[src/rtl/pool2d_stream.sv]
// Streaming 2x2 stride-2 pooling over a raster feature map, CHANNELS lanes in parallel.
// Define POOL_AVG_EN to add the avg_sel port and an average mode alongside max.
module pool2d_stream #(
  parameter int unsigned DATA_W   = 8,
  parameter int unsigned CHANNELS = 1,
  parameter int unsigned WIDTH    = 26,
  parameter int unsigned HEIGHT   = 26,
  parameter bit          SIGNED   = 1'b1
) (
  input  logic                         clk,
  input  logic                         rst,
  input  logic                         valid_in,
  input  logic [CHANNELS*DATA_W-1:0]   pixel_in,
`ifdef POOL_AVG_EN
  input  logic                         avg_sel,
`endif
  output logic [CHANNELS*DATA_W-1:0]   pool_out,
  output logic                         valid_out,
  output logic                         frame_done
);

  localparam int unsigned CW  = (WIDTH > 1) ? $clog2(WIDTH) : 1;
  localparam int unsigned RW  = (HEIGHT > 1) ? $clog2(HEIGHT) : 1;
  localparam int unsigned OW  = WIDTH / 2;
  localparam int unsigned OH  = HEIGHT / 2;
  localparam int unsigned LW  = (OW > 1) ? $clog2(OW) : 1;
`ifdef POOL_AVG_EN
  localparam int unsigned SW  = DATA_W + 1;
`else
  localparam int unsigned SW  = DATA_W;
`endif
  // Working width leaves headroom so unsigned sums stay positive when treated as signed.
  localparam int unsigned EW  = DATA_W + 3;
  localparam int unsigned DW  = CHANNELS * DATA_W;
  localparam int unsigned LBW = CHANNELS * SW;

  localparam logic [CW-1:0]        COL_LAST     = CW'(WIDTH - 1);
  localparam logic [RW-1:0]        ROW_LAST     = RW'(HEIGHT - 1);
  localparam logic [CW-1:0]        COL_OUT_LAST = CW'(2 * OW - 1);
  localparam logic [RW-1:0]        ROW_OUT_LAST = RW'(2 * OH - 1);
  localparam logic signed [EW-1:0] RND          = 2;

  logic [CW-1:0]  col_q;
  logic [RW-1:0]  row_q;
  logic [DW-1:0]  pair_q;
  logic [LBW-1:0] linebuf [OW];
  logic [LBW-1:0] lb_rd;
  logic [LBW-1:0] lb_wr;
  logic [DW-1:0]  pool_d;
  logic [LW-1:0]  lb_idx;
  logic           col_last;
  logic           row_last;
  logic           row_skip;
  logic           avg_mode;

  function automatic logic signed [EW-1:0] ext_d(input logic [DATA_W-1:0] v);
    if (SIGNED) return {{(EW-DATA_W){v[DATA_W-1]}}, v};
    else        return {{(EW-DATA_W){1'b0}}, v};
  endfunction

  function automatic logic signed [EW-1:0] ext_s(input logic [SW-1:0] v);
    if (SIGNED) return {{(EW-SW){v[SW-1]}}, v};
    else        return {{(EW-SW){1'b0}}, v};
  endfunction

  assign col_last = (col_q == COL_LAST);
  assign row_last = (row_q == ROW_LAST);
  // Trailing row of an odd-height frame must not overwrite the buffer.
  assign row_skip = (HEIGHT % 2 == 1) && row_last;
  assign lb_idx   = LW'(col_q >> 1);
  assign lb_rd    = linebuf[lb_idx];

`ifdef POOL_AVG_EN
  logic avg_q;
  // Mode is latched on the first beat of a frame and frozen until the next one.
  assign avg_mode = (col_q == '0 && row_q == '0) ? avg_sel : avg_q;
`else
  assign avg_mode = 1'b0;
`endif

  always_comb begin
    logic signed [EW-1:0] e_cur;
    logic signed [EW-1:0] e_pr;
    logic signed [EW-1:0] e_lb;
    logic signed [EW-1:0] part;
    logic signed [EW-1:0] full;
    lb_wr  = '0;
    pool_d = '0;
    for (int c = 0; c < int'(CHANNELS); c++) begin
      e_cur = ext_d(pixel_in[c*DATA_W +: DATA_W]);
      e_pr  = ext_d(pair_q[c*DATA_W +: DATA_W]);
      e_lb  = ext_s(lb_rd[c*SW +: SW]);
      if (avg_mode) begin
        part = e_pr + e_cur;
        full = e_lb + part;
        full = (full + RND) >>> 2;
      end else begin
        part = (e_pr > e_cur) ? e_pr : e_cur;
        full = (e_lb > part) ? e_lb : part;
      end
      lb_wr[c*SW +: SW]          = part[SW-1:0];
      pool_d[c*DATA_W +: DATA_W] = full[DATA_W-1:0];
    end
  end

  always_ff @(posedge clk) begin
    if (rst) begin
      col_q      <= '0;
      row_q      <= '0;
      pair_q     <= '0;
      pool_out   <= '0;
      valid_out  <= 1'b0;
      frame_done <= 1'b0;
`ifdef POOL_AVG_EN
      avg_q      <= 1'b0;
`endif
    end else begin
      valid_out  <= 1'b0;
      frame_done <= 1'b0;
      if (valid_in) begin
`ifdef POOL_AVG_EN
        avg_q <= avg_mode;
`endif
        if (col_last) begin
          col_q <= '0;
          row_q <= row_last ? '0 : row_q + 1'b1;
        end else begin
          col_q <= col_q + 1'b1;
        end
        if (!col_q[0]) begin
          pair_q <= pixel_in;
        end else if (row_q[0]) begin
          // Odd columns and odd rows are always inside the pooled region.
          pool_out   <= pool_d;
          valid_out  <= 1'b1;
          frame_done <= (col_q == COL_OUT_LAST) && (row_q == ROW_OUT_LAST);
        end
      end
    end
  end

  always_ff @(posedge clk) begin
    if (valid_in && col_q[0] && !row_q[0] && !row_skip) begin
      linebuf[lb_idx] <= lb_wr;
    end
  end

endmodule
[config.mk]
export PLATFORM = sky130hd
export DESIGN_NAME = pool2d_stream
export DESIGN_NICKNAME = d
export VERILOG_FILES = /design/src/rtl/pool2d_stream.sv
export SDC_FILE = /design/constraint.sdc
export NUM_CORES = 1
export LEC_CHECK = 0
export CAP_MARGIN = 20
export CORE_MARGIN = 3
export CORE_UTILIZATION = 55
export DETAILED_ROUTE_END_ITERATION = 7
export HOLD_SLACK_MARGIN = 0.05
export PLACE_DENSITY = 0.74
export SLEW_MARGIN = 40
export SYNTH_ARGS = -nofsm -noshare
export SYNTH_HDL_FRONTEND = slang
export SYNTH_SLANG_ARGS = --single-unit
[constraint.sdc]
create_clock -name clk -period 7.05 [get_ports clk]
set_clock_uncertainty 0.2 [all_clocks]
set_input_delay 1.41 -clock clk [delete_from_list [all_inputs] [get_ports clk]]
set_output_delay 1.41 -clock clk [all_outputs]
set_load 0.03 [all_outputs]
### Word level (Yosys, flattened, before mapping)

Memories as Yosys holds them, arrays and structs flattened. A register that Yosys moved wholly into a read port is not among the register bits.
Index checks and enable logic that the tools add are counted.

| cells by class | value |
|---|---|
| add/subtract/negate cells | 2 |
| magnitude comparators | 2 |
| eq/ne operators | 2 |
| muxes and demuxes | 9 |
| bitwise gates (word level) | 3 |
| reduce and logical (&&, ||, !) cells | 9 |

Operators with widths:

| cell | count |
|---|---|
| greater-than comparator 8 x 11 -> 1 bit | 1 |
| two-way mux 11 bit | 1 |
| adder 5 x 1 -> 5 bit (second input constant) | 2 |
| == test 5 bit (second input constant) | 2 |
| two-way mux 5 bit | 2 |
| greater-than comparator 8 bit | 1 |
| two-way mux 4 bit | 2 |
| two-way mux 8 bit | 1 |
| AND reduction 2 bit | 2 |
| OR reduction 4 bit | 1 |
| logical AND 1 bit | 3 |
| two-way mux 1 bit | 3 |
| inverter 1 bit | 3 |
| AND reduction 3 bit | 1 |
| OR reduction 3 bit | 1 |
| logical NOT 1 bit | 1 |

| storage, ports and cells | value |
|---|---|
| bits in registers | 28 |
| RAM bits | 104 |
| input port bits | 11 |
| output and inout port bits | 10 |
| word-level logic and storage cells | 34 |
| memories kept | 1 |

Memory list:

| name | depth | bits a word | rd ports | clocked after memory_dff | wr ports | RTL line | text |
|---|---|---|---|---|---|---|---|
| linebuf | 13 | 8 | 1 | 1 | 1 | 46 | `logic [LBW-1:0] linebuf [OW];` |

### Longest topological paths before layout

| depth | value |
|---|---|
| word-level depth | 4 |
| gate-level depth with buffers | 17 |
| gate-level depth less buffers | 15 |

### Worst setup path before layout

OpenSTA, ideal clock, no wires.

| timing | value |
|---|---|
| kind | input to register |
| start point | input port pixel_in[3] |
| end point | register pool_out[1] |
| library setup time | 0.122 ns |
| arrival time | 4.688 ns |
| setup slack | 2.040 ns |
| stages on the path | 17 |
| buffers on the path | 2 |
| cells stage by stage | inv_1 ha_1 a21oi_1 o21ai_1 a311oi_1 mux2i_2 buf_2 nor2_1 a21oi_1 ha_1 a211oi_1 nor3b_2 a31oi_1 and2_1 clkbuf_1 a22o_1 a221o_1 |

| between the ends | value |
|---|---|
| cells in the longest elaborated chain, start to end | 4 |

RTL lines:

| what | RTL line | text |
|---|---|---|
| start, declared | 13 | `input logic [CHANNELS*DATA_W-1:0] pixel_in,` |
| greater-than comparator 8 bit | 98 | `part = (e_pr > e_cur) ? e_pr : e_cur;` |
| two-way mux 11 bit (*) | 98 |  |
| greater-than comparator 8 x 11 -> 1 bit | 99 | `full = (e_lb > part) ? e_lb : part;` |
| two-way mux 8 bit (*) | 99 |  |
| end signal, assigned | 134 | `pool_out <= pool_d;` |
| end, declared | 17 | `output logic [CHANNELS*DATA_W-1:0] pool_out,` |

Every way passes the cells marked *; elsewhere a longest branch is shown, timed or not.
A chain may end at the register's enable or synchronous reset.

### Final worst setup path

| timing | value |
|---|---|
| start point | input port pixel_in[7] |
| end point | register pool_out[1] |

The elaborated chain is that of the path after synthesis.

==> metrics.txt <==
initial antenna violation count=0; Post-Route WL=12.0 mm; Pre-antenna DRT Iters=4; Clock transition at path regs=~60 ps; final hold vios=0; internal power=about 0.0014 W; setup violators final=0; synthesized area per cell=14.4 sq um; CTS tree=yes; switch share=a little under a quarter; IO buf count=20; highest routed layer=met4; power density cells=between 200 and 300 mW/mm^2; overflow left after global routing=0; final max-slew violation count=0; max-cap viol count=0; largest net degree at the start of global routing=28; RD Place Congestion=0.940; highest clock rate=around 0.18 GHz; CP max FO=24; Critical Path AT=between 5000 and 6000 ps; Yosys top cell by area=edfxtp_1; htree depth=4; status=finished, final reports clean; Async SR Flop Fraction=0%; Starting Density=a little under three fifths; crit end category=flop; WS Path Type=primary input to flop; Diodes inserted=0; final worst-path cycle share=approximately 79%; gr usage total=22.1%; DRC viols=0; cts repair resizes=0; num rows=37; Pwr Total=roughly 0.0019 W; Post-Synthesis Cells=between 400 and 500; dpl hpwl=roughly 7.6 mm; Die Footprint=roughly 0.012 sq mm; Die W=~110 um; VDD IR max=155 uV; met3 WL=~570 um; top-area cell type share of the netlist area=53.0%; M1 wire length=roughly 5.2 mm; synth top area cells=edfxtp_1 53%, dfxtp_1 11%, mux4_2 7.6%, ha_1 4.5%, mux2i_1 4.4%; Post-CTS Setup Inserts=0; Seq/Total Area, Yosys=63.8%; Pleak=around 2.3 nW; Worst slew margin=43.5%; Slew @ Worst Pin=about 840 ps; r2r setup slk=around 2600 ps; Post-synth EDFFs=between 100 and 150; commonest non-fill, non-tap cell in the layout=edfxtp_1; Via Count=between 3000 and 4000; hold_buf cts=0; top_reg_cell synth=edfxtp_1; first-pass GRT wire length=about 19 mm; fin cells=586; Clk pwr share=around 45%; share of layout cells above drive strength 1=between 10% and 20%; Vias/cell=slightly below 6; Syn-to-layout area delta=15.4%; drt initial violations=277; Clock Path Buffers=2; vias in the first global route=approximately 3500; CP Data Required Time=between 7000 and 8000 ps; ANT nets after route=0; I/O Pins=21; Sink Count=136; launching element type of the critical path=primary input; final core occ=65.6%; YS warnings=0; most used cells in the layout excluding fill and tap cells=104 x edfxtp_1, 32 x dfxtp_1, 31 x nand2_1; Synth Register Bits=~140; RSZ-0062 raised after global routing=no; combinational group share of total power=approximately 7.4%; Worst-Skew Late Latency=520 ps; dpl cells=~550; Netlist cell types=42; TritonCTS Buffers=17; Period minus WS final=5550 ps; Setup TNS Final=0 ps; sequential share of power=a little under half; P_sw=between 0.0004 and 0.0005 W; DR WL/cell=between 20 and 25 um; Die Height=between 100 and 150 um; Hold Crit Class=flop to flop; clock root cell=clkbuf_8; routed wl met2=just under 6 mm; Synth Cell Area=0.00590 sq mm; final net count=469; syn_nets=between 400 and 500; core area=between 0.01 and 0.015 sq mm
## power by group through the flow
stage           logic, W  registers [W]  clock network (W)
5_1_grt         0.000153       0.000893           0.000888
3_3_place_gp    0.000131       0.000908                  0
4_1_cts         0.000138       0.000892           0.000854
6_report        0.000138       0.000892           0.000840
3_5_place_dp    0.000136       0.000908                  0
2_1_floorplan  0.0000942       0.000906                  0
## synth_stat cells, types with 3 or more instances
| cell type | count |
|---|---|
| a21o_1 | 10 |
| a21oi_1 | 24 |
| a221o_1 | 8 |
| a22o_1 | 7 |
| buf_2 | 5 |
| buf_6 | 3 |
| clkbuf_1 | 9 |
| dfxtp_1 | 32 |
| edfxtp_1 | 104 |
| ha_1 | 21 |
| inv_1 | 16 |
| mux2i_1 | 26 |
| mux4_2 | 20 |
| nand2_1 | 31 |
| nand2b_1 | 9 |
| nand3_1 | 6 |
| nand4_1 | 5 |
| nor2_1 | 27 |
| nor3_1 | 7 |
| o22ai_1 | 4 |
| xor2_1 | 6 |
## cell families (layout without fill, tap and decap cells)
kind of cell / Yosys count / in the layout / share of synthesized area, %
flip-flops: 136 / 136 / 63.8
AND/OR/NAND/NOR: 97 / 97 / 7.87
AO/OA/AOI/OAI: 65 / 65 / 7.55
multiplexers: 48 / 48 / 12.5
buffers and inverters: 35 / 76 / 2.78
adder cells (fa/ha/maj): 21 / 21 / 4.46
XOR/XNOR: 7 / 7 / 1.04
## per-layer routing
metal / track usage (%) / up-vias
met1: 28.4 / 1687
met4: 9.53 / 0
li1: - / 1615
met3: 5.81 / 20
met2: 35.8 / 88
met5: 0 / -
## state kept, by name, indices dropped and copies added, names as in the netlist, named ones only
register    count
linebuf       104
pair_q          8
pool_out        8
col_q           5
row_q           5
frame_done      1
valid_out       1
## critical path: stages
cell and delay, ps:
clkdlybuf4s50_1 500, inv_1 70, ha_1 340, nand2_1 80
a2111oi_0 450, a311oi_1 130, mux2i_2 200, buf_4 270
nor2_1 90, a21oi_1 180, ha_1 280, a211oi_1 360
nor3b_2 290, nand3_1 110, a21o_1 230, nor2_1 560
a221o_1 260
## metrics by stage
| stage | hold WS (ps) | worst slack, ps | area (sq um) |
|---|---|---|---|
| 3_3_place_gp | 291 | 1330 | 6220 |
| 4_1_cts | 311 | 1610 | 6800 |
| 5_1_grt | 349 | 990 | 6810 |
| 2_1_floorplan | 259 | 2040 | 5900 |
| 3_5_place_dp | 303 | 1170 | 6230 |
| 6_report | 322 | 1500 | 6810 |
## worst paths after layout
kind | endpoint | startpoint | cells past startpoint
setup / recovery | pool_out[1]$_SDFFE_PP0P_ | pixel_in[7] | 17
hold / removal | pair_q[0]$_SDFFE_PP0P_ | pair_q[0]$_SDFFE_PP0P_ | 2
setup reg to reg | pool_out[1]$_SDFFE_PP0P_ | pair_q[7]$_SDFFE_PP0P_ | 15
hold reg to reg | pair_q[0]$_SDFFE_PP0P_ | pair_q[0]$_SDFFE_PP0P_ | 2
## final cells by class
type	count	area [sq um]
fill	749	3560
timing repair buffer	28	260
multi-input combinational	238	1990
clock inverter	15	150
sequential	136	3760
clock buffer	17	414
inverter	16	60.1
tap	136	170
Note: power is estimated with default switching activity, not from simulation.
==> RTL edit: new RTL, same settings <==
The parameter `SIGNED` goes from 1'b1 to 1'b0.
--- a/src/rtl/pool2d_stream.sv
+++ b/src/rtl/pool2d_stream.sv
@@ -5,7 +5,7 @@
   parameter int unsigned CHANNELS = 1,
   parameter int unsigned WIDTH    = 26,
   parameter int unsigned HEIGHT   = 26,
-  parameter bit          SIGNED   = 1'b1
+  parameter bit          SIGNED   = 1'b0
 ) (
   input  logic                         clk,
   input  logic                         rst,
Check against the original RTL: no difference found for any inputs over 10 cycles, from zero or initial values and one cycle with rst high; that may be too few to reach the edited logic, so the function may still have changed.
==> RTL edit against the unedited design <==
Synthesized area shrank 1.4%. Maximum frequency grew 10%. Largest power group is now the clock network. Worst setup slack gained 0.52 ns. Sequential power shrank 0.7%. Critical endpoint is now pool_out[3]. Sequential cell count is the same. Critical path depth shrank 2. Power grew 3.0%. Highest routed layer unchanged. Routed wire length shrank 6.7%. Final area shrank 0.40%.
==> RTL edit: results (changes against the unedited design) <==
Power and ir drop
  – Final Total Pwr: 1.93 mW (+3.0%)
  – Pint: 1.51 mW (+4.8%)
  – Worst VDD drop: 168 uV (+8.5%)
  – Logic pwr share: 5.9% (-1.5 points)

Route
  – Routed wire length per instance: 19.9 um (-2.5%)
  – Avg Vias per Cell: 5.82 (about the same)
  – Initial DRC count: 318 (+15%)
  – M1 WL: 5020 um (-3.8%)
  – Final WL: 11200 um (-6.7%)
  – Met3 wire length: 493 um (-14%)
  – Met2 wire length: 5570 um (-6.2%)

Logic synthesis
  – Cell variety after synth: 48 (+14%)
  – Syn_area_per_cell: 14.9 sq um (+3.7%)
  – Post-synthesis sequential area ratio: 64.7% (+0.91 points)
  – Synth top area cells: edfxtp_1 (54%), dfxtp_1 (11%), mux4_2 (7.4%)
  – List of most frequent post-synthesis cells: edfxtp_1 (104), nand2_1 (40), dfxtp_1 (32)
  – Synthesized net count: 420 (-4.8%)

Worst setup path
  – CP peak stage delay: 0.50 ns (-0.06 ns)
  – Reg2reg path depth: 12 (-3)
  – Worst Path Max Fanout: 8 (-67%)
  – Crit path DAT: 5.26 ns (-0.56 ns)

Final layout
  – Final Net Count: 446 (-4.9%)
  – Layout fillers: 664 (-11%)
  – Multi-input gate area: 0.00190 sq mm (-4.3%)
  – Multi-input gates: 213 (-11%)
  – Layout cell share with drive strength beyond 1: 18.9% (+3.4 points)
  – Final core occ: 67.5% (+1.9 points)
  – Number of signal-net buffers in the layout: 24 (-14%)
  – Fraction of area in registers: 55.6% (+0.26 points)
  – Layout inverter count without the clock tree: 23 (+7)
  – Clock network area share: 9.27% (+0.98 points)
  – Buffering overhead: 3.40% (-0.43 points)

Placed design
  – Cells after DPL: 529 (-4.5%)
  – DP Wirelength: 7270 um (-4.8%)
  – DP Area: 0.00612 sq mm (-1.7%)

Global route
  – First-pass GRT wire length: 18300 um (-2.8%)
  – M2 GR Usage: 34.6% (-1.3 points)
  – Vias in the first global route: 3434 (-1.3%)
  – Pin count of the biggest net entering global routing: 22 (-21%)
  – Total track usage: 21.3% (-0.81 points)
  – Met3 Track Usage GR: 4.62% (-1.2 points)

Run status
  – Run status: completed

Floorplanning
  – Tapcell Cnt: 133 (-2.2%)

Worst hold path
  – Worst hold-check path type: register to register
RTL edit: cell families (layout without fill, tap and decap cells):
kind of cell / Yosys count / count (layout) / share of synthesized area [%]
AO/OA/AOI/OAI: 45 / 45 / 5.87
XOR/XNOR: 7 / 7 / 1.05
adder cells (fa/ha/maj): 20 / 20 / 4.30
buffers and inverters: 40 / 79 / 3.23
flip-flops: 136 / 136 / 64.7
multiplexers: 41 / 41 / 12.6
AND/OR/NAND/NOR: 100 / 100 / 8.18
RTL edit: critical path: cells and delay by family:
family	cells	cell delay, ns
fa+ha+maj	2	0.62
compound gates	6	1.48
mux	1	0.45
buf+inv	2	0.56
simple gates	4	0.74
RTL edit: final timing paths:
kind                     from           to  slack (ns)
hold reg to reg   pool_out[1]  pool_out[1]        0.27
setup / recovery  pixel_in[1]  pool_out[3]        2.02
hold / removal    pool_out[1]  pool_out[1]        0.27
setup reg to reg     register  pool_out[3]        3.01
